===== src/rtl/outerprodrc_seq_pkg.sv =====
// Shared states, default geometry and width constants for the outer-product sequencer.
package outerprodrc_seq_pkg;

   localparam int HIDDEN_DEF      = 4;
   localparam int ROWNUM_DEF      = 4;
   localparam int COLNUM_DEF      = 4;
   localparam int BITWIDTH_DEF    = 4;
   localparam int OUTBITWIDTH_DEF = 8;
   localparam int SETTLE_DEF      = 1;

   function automatic int win_len(input int bw);
      return 1 << bw;
   endfunction

   localparam int IN0_W   = HIDDEN_DEF * ROWNUM_DEF * BITWIDTH_DEF;
   localparam int IN1_W   = HIDDEN_DEF * COLNUM_DEF * BITWIDTH_DEF;
   localparam int RES_W   = ROWNUM_DEF * COLNUM_DEF * 2 * OUTBITWIDTH_DEF;
   localparam int WIN_LEN = win_len(BITWIDTH_DEF);

   typedef enum logic [2:0] {
      ST_IDLE   = 3'd0,
      ST_CLEAR  = 3'd1,
      ST_RUN    = 3'd2,
      ST_SETTLE = 3'd3,
      ST_HOLD   = 3'd4
   } state_t;

endpackage


===== src/rtl/outerprodrc_seq_tilebuf.sv =====
// Working tile register feeding the array, plus a shadow tile when
// OUTERPRODRC_SEQ_PREFETCH_EN is defined.
module outerprodrc_seq_tilebuf #(
   parameter int D0_W = 64,
   parameter int D1_W = 64
)(
   input  logic            iClk,
   input  logic            iRstN,
   input  logic            iLoad,
   input  logic [D0_W-1:0] iData0,
   input  logic [D1_W-1:0] iData1,
`ifdef OUTERPRODRC_SEQ_PREFETCH_EN
   input  logic            iPush,
   input  logic            iPromote,
   input  logic            iFlush,
   output logic            oShadowFull,
`endif
   output logic [D0_W-1:0] oTile0,
   output logic [D1_W-1:0] oTile1
);

   logic [D0_W-1:0] tile0_q, tile0_d;
   logic [D1_W-1:0] tile1_q, tile1_d;

`ifdef OUTERPRODRC_SEQ_PREFETCH_EN
   logic [D0_W-1:0] shadow0_q, shadow0_d;
   logic [D1_W-1:0] shadow1_q, shadow1_d;
   logic            full_q, full_d;

   // Flush only empties the shadow; the working tile keeps its contents.
   always_comb begin
      tile0_d   = tile0_q;
      tile1_d   = tile1_q;
      shadow0_d = shadow0_q;
      shadow1_d = shadow1_q;
      full_d    = full_q;
      if (iFlush) begin
         full_d = 1'b0;
      end else if (iPromote) begin
         tile0_d = shadow0_q;
         tile1_d = shadow1_q;
         full_d  = 1'b0;
      end else begin
         if (iLoad) begin
            tile0_d = iData0;
            tile1_d = iData1;
         end
         if (iPush) begin
            shadow0_d = iData0;
            shadow1_d = iData1;
            full_d    = 1'b1;
         end
      end
   end

   always_ff @(posedge iClk or negedge iRstN) begin
      if (!iRstN) begin
         shadow0_q <= '0;
         shadow1_q <= '0;
         full_q    <= 1'b0;
      end else begin
         shadow0_q <= shadow0_d;
         shadow1_q <= shadow1_d;
         full_q    <= full_d;
      end
   end

   assign oShadowFull = full_q;
`else
   always_comb begin
      tile0_d = tile0_q;
      tile1_d = tile1_q;
      if (iLoad) begin
         tile0_d = iData0;
         tile1_d = iData1;
      end
   end
`endif

   always_ff @(posedge iClk or negedge iRstN) begin
      if (!iRstN) begin
         tile0_q <= '0;
         tile1_q <= '0;
      end else begin
         tile0_q <= tile0_d;
         tile1_q <= tile1_d;
      end
   end

   assign oTile0 = tile0_q;
   assign oTile1 = tile1_q;

endmodule


===== src/rtl/outerprodrc_seq.sv =====
// Sequencer for the outer-product unary GEMM array: clear, one unary window, settle, capture.
// Build option: OUTERPRODRC_SEQ_PREFETCH_EN accepts the next tile while the current one runs.
module outerprodrc_seq
   import outerprodrc_seq_pkg::*;
#(
   parameter int HIDDEN      = HIDDEN_DEF,
   parameter int ROWNUM      = ROWNUM_DEF,
   parameter int COLNUM      = COLNUM_DEF,
   parameter int BITWIDTH    = BITWIDTH_DEF,
   parameter int OUTBITWIDTH = OUTBITWIDTH_DEF,
   parameter int SETTLE      = SETTLE_DEF
)(
   input  logic                                   iClk,
   input  logic                                   iRstN,
   input  logic                                   iFlush,
   input  logic                                   iInValid,
   output logic                                   oInReady,
   input  logic [HIDDEN*ROWNUM*BITWIDTH-1:0]      iInData0,
   input  logic [HIDDEN*COLNUM*BITWIDTH-1:0]      iInData1,
   output logic                                   oEn,
   output logic                                   oClr,
   output logic [HIDDEN*ROWNUM*BITWIDTH-1:0]      oData0,
   output logic [HIDDEN*COLNUM*BITWIDTH-1:0]      oData1,
   input  logic [ROWNUM*COLNUM*2*OUTBITWIDTH-1:0] iArrSum,
   output logic                                   oOutValid,
   input  logic                                   iOutReady,
   output logic [ROWNUM*COLNUM*2*OUTBITWIDTH-1:0] oOutData,
   output logic                                   oBusy
);

   localparam int D0_W = HIDDEN * ROWNUM * BITWIDTH;
   localparam int D1_W = HIDDEN * COLNUM * BITWIDTH;
   localparam int R_W  = ROWNUM * COLNUM * 2 * OUTBITWIDTH;
   localparam logic [BITWIDTH:0] WIN_LAST    = (BITWIDTH+1)'(win_len(BITWIDTH) - 1);
   localparam logic [2:0]        SETTLE_LAST = 3'(SETTLE - 1);

   state_t            state_q, state_d;
   logic [BITWIDTH:0] win_q, win_d;
   logic [2:0]        settle_q, settle_d;
   logic [R_W-1:0]    res_q, res_d;
   logic              armed_q;

   logic out_valid, handshake, in_ready, accept, load;
`ifdef OUTERPRODRC_SEQ_PREFETCH_EN
   logic push, promote, shadow_full;
`endif

   // armed_q keeps oInReady low while reset is held and for the first edge after release.
   assign out_valid = (state_q == ST_HOLD) && !iFlush;
   assign handshake = out_valid && iOutReady;
`ifdef OUTERPRODRC_SEQ_PREFETCH_EN
   assign in_ready  = armed_q && !shadow_full && !iFlush;
   assign accept    = iInValid && in_ready;
   assign load      = accept && ((state_q == ST_IDLE) || handshake);
   assign push      = accept && !load;
   assign promote   = handshake && shadow_full;
`else
   assign in_ready  = armed_q && (state_q == ST_IDLE) && !iFlush;
   assign accept    = iInValid && in_ready;
   assign load      = accept;
`endif

   outerprodrc_seq_tilebuf #(
      .D0_W (D0_W),
      .D1_W (D1_W)
   ) u_tilebuf (
      .iClk        (iClk),
      .iRstN       (iRstN),
      .iLoad       (load),
      .iData0      (iInData0),
      .iData1      (iInData1),
`ifdef OUTERPRODRC_SEQ_PREFETCH_EN
      .iPush       (push),
      .iPromote    (promote),
      .iFlush      (iFlush),
      .oShadowFull (shadow_full),
`endif
      .oTile0      (oData0),
      .oTile1      (oData1)
   );

   always_comb begin
      state_d  = state_q;
      win_d    = win_q;
      settle_d = settle_q;
      res_d    = res_q;
      case (state_q)
         ST_IDLE: begin
            if (accept) state_d = ST_CLEAR;
         end
         ST_CLEAR: begin
            state_d = ST_RUN;
            win_d   = '0;
         end
         ST_RUN: begin
            if (win_q == WIN_LAST) begin
               state_d  = ST_SETTLE;
               win_d    = '0;
               settle_d = '0;
            end else begin
               win_d = win_q + 1'b1;
            end
         end
         ST_SETTLE: begin
            if (settle_q == SETTLE_LAST) begin
               res_d   = iArrSum;
               state_d = ST_HOLD;
            end else begin
               settle_d = settle_q + 1'b1;
            end
         end
         ST_HOLD: begin
            if (handshake) begin
`ifdef OUTERPRODRC_SEQ_PREFETCH_EN
               state_d = (shadow_full || accept) ? ST_CLEAR : ST_IDLE;
`else
               state_d = ST_IDLE;
`endif
            end
         end
         default: state_d = ST_IDLE;
      endcase
      if (iFlush) begin
         state_d  = ST_IDLE;
         win_d    = '0;
         settle_d = '0;
      end
   end

   always_ff @(posedge iClk or negedge iRstN) begin
      if (!iRstN) begin
         state_q  <= ST_IDLE;
         win_q    <= '0;
         settle_q <= '0;
         res_q    <= '0;
         armed_q  <= 1'b0;
      end else begin
         state_q  <= state_d;
         win_q    <= win_d;
         settle_q <= settle_d;
         res_q    <= res_d;
         armed_q  <= 1'b1;
      end
   end

   assign oInReady  = in_ready;
   assign oEn       = (state_q == ST_RUN) && !iFlush;
   assign oClr      = (state_q == ST_CLEAR) && !iFlush;
   assign oOutValid = out_valid;
   assign oOutData  = res_q;
   assign oBusy     = (state_q != ST_IDLE);

endmodule


===== config.mk =====
export PLATFORM = sky130hd
export DESIGN_NAME = outerprodrc_seq
export DESIGN_NICKNAME = d
export VERILOG_FILES = /design/src/rtl/outerprodrc_seq_pkg.sv /design/src/rtl/outerprodrc_seq_tilebuf.sv /design/src/rtl/outerprodrc_seq.sv
export SDC_FILE = /design/constraint.sdc
export NUM_CORES = 1
export LEC_CHECK = 0
export ABC_AREA = 0
export BUFFER_PORTS_ARGS = -buffer_cell sky130_fd_sc_hd__buf_4
export CORE_AREA = 2 2 303 305
export CTS_CLUSTER_DIAMETER = 50
export DETAILED_ROUTE_END_ITERATION = 7
export DIE_AREA = 0 0 305 307
export PLACE_DENSITY = 0.46
export REMOVE_ABC_BUFFERS = 1
export SLEW_MARGIN = 20
export SYNTH_ARGS = -nofsm -noshare
export SYNTH_HDL_FRONTEND = slang
export SYNTH_SLANG_ARGS = --single-unit
export TNS_END_PERCENT = 5

===== constraint.sdc =====
create_clock -name iClk -period 2.6 [get_ports iClk]
set_input_delay 0.26 -clock iClk [delete_from_list [all_inputs] [get_ports iClk]]
set_output_delay 0.26 -clock iClk [all_outputs]
set_load 0.005 [all_outputs]

==> results.txt, run 1 <==
* Proportion of synthesized flip-flops having asynchronous set or reset: 1.00
- Compared with the post-synthesis result, the final layout area differs by 89.3%.
* Most common library cell in the layout ignoring fill and taps: buf_4
- Number of buffer and inverter instances along the worst setup path: 2
* Part of the Yosys area used for sequential elements: 0.655
* Starting density of the core: 0.167
* Clock buffers created by TritonCTS: between 60 and 70
- Antenna violations before repair: 25
- Crit-path most repeated cell: buf_4
* Highest-count cells in the layout ignoring fill and taps: buf_4, dfrtp_1, dlygate4sd3_1, mux2_1, mux2_2
- The clock tree synthesis step divided the H-tree into 3 levels.
- Residual antenna-violating net count after detailed routing: 0
- Global routing finished with a remaining overflow of 0.
- Once layout is complete, the utilization of the core stands at 0.316.
- Final critical-path setup slack: 296 ps
- Total non-filler cell area in the finished layout: 28,600 um2
- Count of max-cap constraint violations: 0
* Post-DR wirelength/cell: 17.6 um
* DP Worst Slack: 365 ps
- The final count of pins violating max slew came to 0.
- Dividing total power by cell area gives a power density of around 760 nW/um2.
- Mux contribution to synthesized area: 0.287
- Number of synthesized register bits: 396
- TritonCTS built the clock tree.
- GRT Total Usage: 0.123
- For this run, the post-layout net count is around 2,500.
* Number of different library cells in the post-synthesis netlist: between 40 and 50
- After floorplanning, the core was divided into 111 placement rows.
- The die covers 93,600 um2.
* Largest delay contributor family on the critical path: simple AND/OR/NAND/NOR gates
- The clock arrives with around 28 ps of skew.
* Data required time at the worst endpoint: around 2300 ps
* Final critical delay including setup and external delays: roughly 2300 ps
- Clock-pin slew was measured on the worst setup and hold paths at 50 ps.
* Worst Setup Start Kind: flip-flop
* Global-route wire length before repair: roughly 88,000 um
- Summing all placed instances gives a cell area of between 20,000 and 25,000 um2.
- IR analysis of the VDD net gives a maximum drop of about 0.00059 V.
- For the worst-skew pair, the clock arrives at the later sink with an insertion delay of 590 ps.
* Endpoint type of the worst setup path: output pin
- Max Freq: ~430 MHz
- Main combinational cell family by area after synthesis: multiplexers
- Share of layout cells above drive strength 1: 0.505
- Once the clock tree was built, the setup fixing pass inserted 0 buffers.
* HPWL Detailed: roughly 45,000 um
- Detailed router's first-iteration violation count: ~420
- Summing internal, switching and leakage power gives 21,600 uW.
* Num ports: between 700 and 800
- Setup violations remaining at the end of the flow were counted as 0.
- Via count of the first global-routing pass: approximately 14,000
- The pre-antenna-repair detailed-routing pass consisted of 4 iterations.
* Synth warn: 0
* Number of vias in the routed layout: between 10,000 and 15,000
* Worst hold margin: ~180 ps
- Max Fanout on Critical Path: 9
- Data arrival time of the critical path: around 2000 ps
* Run status: complete, no violations
* Die boundary height: just over 300 um
- Of the total synthesized cell area, the portion taken by AND, OR, NAND and NOR gates is 0.0141.
* Largest net degree at the start of global routing: 73
* Maximum buffer depth of the clock tree: 3
* Routed via count divided by cell count: roughly 3.7
- Input and output buffers added on the ports amount to approximately 780.
* Static leakage: 0.0140 uW
* Post-detailed-route DRC marker count: 0
* Ys flop type: dfrtp_1
- Synthesis produced a netlist whose cell count is ~890.
- Of the total synthesized cell area, the portion taken by full adders, half adders and majority gates is 0.00248.
- In this run the tightest slew margin relative to its limit is 0.486.
- The tightest min-delay check is of the primary input to flip-flop type.
* Number of enable flip-flop cells after synthesis: 0
* Critical path class: flip-flop to output pin
- At the end of routability-driven placement, the weighted congestion stood at around 0.77.
- Area of the mapped netlist: roughly 15,000 um2
* Final worst path period share: 0.886
- Slew of the pin with the lowest slew margin: a little under 800 ps
- RSZ-0062 raised after global routing: no
- The floorplan step defined a core boundary enclosing just over 90,000 um2.
- In this run the horizontal extent of the chip is 305 um.
- Cell-by-cell trace of the critical path: buf_4 -> nor4b_2 -> buf_4
- Area share of xor/xnor cells in the synthesized design: 0.00116
- Slowest Stage Delay on Critical Path: roughly 520 ps
* Synthesized-area fraction occupied by ao, oa, aoi and oai cells: 0.00761
- Clock root buffer: clkbuf_16
- Cell at the slowest stage of the critical path: nor4b_2
* Hold Fails Final Rpt: 0
- Routed wire length: just under 60,000 um
- Post-synthesis average cell area: roughly 17 um2
- Clock tree sinks: between 300 and 400
[logic make-up (layout without fill, tap and decap cells)]
| kind of cell | count (synthesis) | count (layout) |
|---|---|---|
| AO/OA/AOI/OAI | 16 | 16 |
| multiplexers | 386 | 386 |
| other | 1 | 12 |
| XOR/XNOR | 2 | 2 |
| flip-flops | 396 | 396 |
| buffers and inverters | 53 | 1330 |
| adder cells (fa/ha/maj) | 3 | 3 |
| AND/OR/NAND/NOR | 29 | 29 |
[power breakdown]
part           switching (uW)  total, uW  internal, uW  leakage [uW]
logic                    1640       4620          2980       0.00778
clock network            3350       8950          5600       0.00112
registers                 685       8080          7390       0.00508
total                    5680      21600         16000        0.0140
[metrics by stage]
step                cells  TNS (ps)
CTS                  3349         0
floorplan             839  -1636410
detailed placement   2842         0
finish               3360         0
global placement     2842         0
global route         3356         0
[routing by layer]
layer | GRT usage | vias up | routed length (um)
li1 | - | 5632 | -
met5 | 0 | - | 92
met1 | 0.139 | 6106 | 22800
met2 | 0.207 | 566 | 28400
met4 | 0.0541 | 14 | 2150
met3 | 0.0491 | 113 | 5710
[worst register-to-register path: cells and delay by family (launching register included)]
| kind | cells | cell delay, ps |
|---|---|---|
| buffers and inverters | 3 | 680 |
| adders and majority gates | 1 | 240 |
| and+or+nand+nor | 2 | 370 |
| muxes | 1 | 370 |
| DFF | 1 | 410 |
[area by class of cell]
class | count | area (um2)
multi-input cells | 437 | 4740
flip-flops and latches | 396 | 9910
clock inverters | 36 | 408
diodes | 11 | 27.5
well taps | 1186 | 1480
fillers | 9025 | 62100
repair buffers | 1204 | 10200
inverters | 6 | 22.5
clock buffers | 84 | 1870
[registers in the layout (all words and copies together), names as in the netlist]
name,cells
u_tilebuf.oTile1,64
u_tilebuf.oTile0,64
oOutData,256
win_q,5
armed_q,1
state_q,3
settle_q,3
[synth_stat cells, drive strengths merged, types with 3 or more instances]
| master | count | area share |
|---|---|---|
| dfrtp | 396 | 0.65 |
| mux2 | 384 | 0.29 |
| buf | 46 | 0.031 |
| inv | 6 | 0.0015 |
| nand2b | 4 | 0.0017 |
| ha | 3 | 0.0025 |
| nand2 | 3 | 0.00074 |
| nand3 | 3 | 0.00099 |
| nor3 | 3 | 0.00099 |
[path summary, 6_finish.rpt]
kind	startpoint	endpoint	slack (ps)	cells after the start
hold / removal	iInValid	state_q[0]	180	4
min in group asynchronous	iRstN	oOutData[181]	310	2
hold reg to reg	oOutData[95]	oOutData[95]	480	1
setup / recovery	state_q[0]	oEn	300	3
max in group asynchronous	iRstN	settle_q[0]	1490	3
setup reg to reg	settle_q[0]	oOutData[139]	400	7
[repair_timing]
item,4_1_cts,5_1_grt
hold buffers,387,0
endpoints found under the hold margin,446,0
gates resized for setup,0,0
Note: power is estimated with default switching activity, not from simulation.
==> inputs of run 2 (changes only) <==
==> constraint.sdc (replaced) <==
create_clock -name iClk -period 2.3 [get_ports iClk]
set_input_delay 0.23 -clock iClk [delete_from_list [all_inputs] [get_ports iClk]]
set_output_delay 0.23 -clock iClk [all_outputs]
set_load 0.005 [all_outputs]
==> results.txt, run 2 (synthesis gave the netlist of run 1 again) <==
* Run status: complete, no violations (unchanged)
* Worst Setup Start Kind: flip-flop (unchanged)
* Slew of the pin with the lowest slew margin: 579 ps (was 771 ps)
* Flip-flop and latch area: 9910 um2 (unchanged)
* Count of max-cap constraint violations: 0 (unchanged)
* RSZ-0062 raised after global routing: no (unchanged)
* Post-detailed-route DRC marker count: 0 (unchanged)
* Cell-by-cell trace of the critical path: inv_1 -> ha_1 -> nand3b_4 -> nor3b_4 -> buf_12 -> buf_12 -> mux2_1 (was buf_4 -> nor4b_2 -> buf_4)
- The wire length of the first global-routing pass came to 86,600 um (was 87,800 um).
* Largest net degree at the start of global routing: 60 (was 73)
- Horiz. Die Dim: 305 um (unchanged)
- The number of buffers on the longest clock path is 3 (unchanged).
- Critical path class: flip-flop to flip-flop (was flip-flop to output pin)
- Routed via count divided by cell count: 3.72 (was 3.70)
- Hold Fails Final Rpt: 0 (unchanged)
* Number of buffer and inverter instances along the worst setup path: 3 (was 2)
- The placeable core region came to 90,700 um2 (unchanged).
- Synthesis-to-finish area growth: 90.0% (was 89.3%)
* Latest clock arrival within the worst-skew pair: 610 ps (was 590 ps)
* Slowest Stage Delay on Critical Path: 410 ps (was 520 ps)
* Clock tree sinks: 396 (unchanged)
- The endpoint required time on the critical path is 2780 ps (was 2340 ps).
- The layout filler cell count came to 8,976 (was 9,025).
* Final critical delay including setup and external delays: around 2100 ps
* Final worst path period share: 0.932
- Origin of the critical flop-to-flop path: settle_q[0] (unchanged)
- Antenna violations before repair: 29 (was 25)
* Cell at the slowest stage of the critical path: dfrtp_1 (was nor4b_2)
- The depth of the most critical reg-to-reg path was 7 (unchanged).
* DP Worst Slack: 124 ps (was 365 ps)
- Pwr/cell area: 860 nW/um2 (was 756 nW/um2)
- The number of setup violations in the final report was 0 (unchanged).
- Die Outline Area: 93,600 um2 (unchanged)
* HPWL Detailed: 44,600 um (was 44,500 um)
- The final worst setup slack is 158 ps (was 296 ps).
- Num ports: 778 (unchanged)
- The minimum setup slack among reg-to-reg paths is 160 ps (was 400 ps).
* Die boundary height: 307 um (unchanged)
- The clock transition time at the flip-flop clock pins of the worst setup and hold paths was 50 ps (about the same).
* VDD IR-drop max: 0.000555 V (was 0.000593 V)
* Final net count: 2,510 (was 2,504)
- The fraction of layout cells with a size suffix above 1 is 0.506 (was 0.505).
- Number of max-slew violations in the final report: 0 (unchanged)
- The remaining global-route overflow came to 0 (unchanged).
* Data arrival time of the critical path: 2620 ps (was 2040 ps)
- Max Fanout on Critical Path: 29 (was 9)
* Final standard cell utilization of the core: 0.317 (was 0.316)
- The leakage power of the design was 0.0140 uW (about the same).
- GRT Total Usage: 0.122 (was 0.123)
- CTS tree: done (unchanged)
* Largest delay contributor family on the critical path: buffers and inverters (was simple AND/OR/NAND/NOR gates)
- Residual antenna-violating net count after detailed routing: 0 (unchanged)
* Endpoint type of the worst setup path: flip-flop (was output pin)
- Final worst clock skew: 19.2 ps (was 28.0 ps)
- The endpoint of the most critical register-to-register path was oOutData[154] (was oOutData[139]).
- Multi-input logic area: 4740 um2 (about the same)
* Path category of the worst min-delay check: primary input to flip-flop (unchanged)
- The flip-flop count of the largest register, all copies and words added came to 256 (unchanged).
* Number of vias in the routed layout: 12,500 (was 12,400)
- The worst-case hold path end point is state_q[0] (unchanged).
- The number of global-route vias before repair was 14,000 (was 14,100).
- Post-DR wirelength/cell: 17.4 um (was 17.6 um)
* Clock root buffer: clkbuf_16 (unchanged)
* Origin of the worst min-delay path: iInValid (unchanged)
- Worst slew margin: 0.610 (was 0.486)
- For this run, the top clock speed supported by timing is around 470 MHz.
- The H-tree depth is 3 (unchanged).
- The number of DRC markers in iteration 0 is 401 (was 419).
- Total iterations of the first detailed-routing run: 4 (unchanged)
* Highest-count cells in the layout ignoring fill and taps: buf_4, dfrtp_1, dlygate4sd3_1, mux2_1, mux2_2 (unchanged)
- The count of port buffers added during placement was 777 (unchanged).
- Starting density of the core: 0.167 (unchanged)
- The commonest non-fill, non-tap cell in the layout is buf_4 (unchanged).
- The number of standard-cell rows in the floorplan came to 111 (unchanged).
* Clock buffers created by TritonCTS: 68 (was 67)
* Crit-path most repeated cell: buf_12 (was buf_4)
* Worst hold stages: 4 (unchanged)
* Routed wire length: 58,600 um (was 59,200 um)
- Global placement routability congestion: 0.761 (was 0.768)
## run 2: layout make-up
class,instances,share of cell area
Clock buffer,78,0.0619
Tap cell,1186,0.0516
Timing Repair Buffer,1209,0.356
Multi-Input combinational cell,437,0.165
Sequential cell,396,0.345
Antenna cell,4,0.000348
Inverter,6,0.000783
Clock inverter,47,0.0195
## run 2: through the flow
stage | total power (uW) | instances | hold WS [ps] | setup TNS [ps] | area, um2
floorplan | 10400 | 839 | -65.6 | -1751910 | 14700
global placement | 13900 | 2847 | 236 | 0 | 22500
detailed placement | 14000 | 2847 | 245 | 0 | 22500
CTS | 25200 | 3359 | 99.2 | 0 | 28700
global route | 26000 | 3360 | 145 | 0 | 28700
finish | 24700 | 3363 | 149 | 0 | 28700
## run 2: timing repair
action / CTS / global route
gates resized for setup: 0 / 1
endpoints found under the setup margin: 0 / 1
buffers inserted: 0 / 0
endpoints found under the hold margin: 431 / 0
hold buffers: 387 / 0
## run 2: worst max path at each step
| stage | slack (ps) | end | start | depth (start not counted) |
|---|---|---|---|---|
| after floorplan | -6010 | oOutData[0] | settle_q[0] | 5 |
| after CTS | 50 | oEn | state_q[0] | 3 |
| after global placement | 160 | oOutData[13] | settle_q[0] | 7 |
| final | 160 | oOutData[154] | settle_q[0] | 7 |
| after detailed placement | 120 | oOutData[154] | settle_q[0] | 7 |
| after global routing | 20 | oOutData[80] | settle_q[0] | 7 |
## run 2: power by group
group          switching [uW]  leakage (uW)  internal [uW]
logic                    1850       0.00781           3370
clock network            3890       0.00113           6490
registers                 771       0.00508           8360
total                    6510        0.0140          18200
## run 2: per-layer routing
| metal | up-vias | global-route usage | wire [um] |
|---|---|---|---|
| li1 | 5657 | - | - |
| met1 | 6119 | 0.143 | 23200 |
| met2 | 573 | 0.200 | 28000 |
| met3 | 137 | 0.0429 | 5060 |
| met4 | 26 | 0.0561 | 2180 |
| met5 | - | 0 | 189 |
## run 2: worst reg2reg max path, stage by stage (launching register included)
cell	delay, ps
dfrtp_1	410
inv_1	80
ha_1	240
nand3b_4	130
nor3b_4	310
buf_12	250
buf_12	250
mux2_1	360
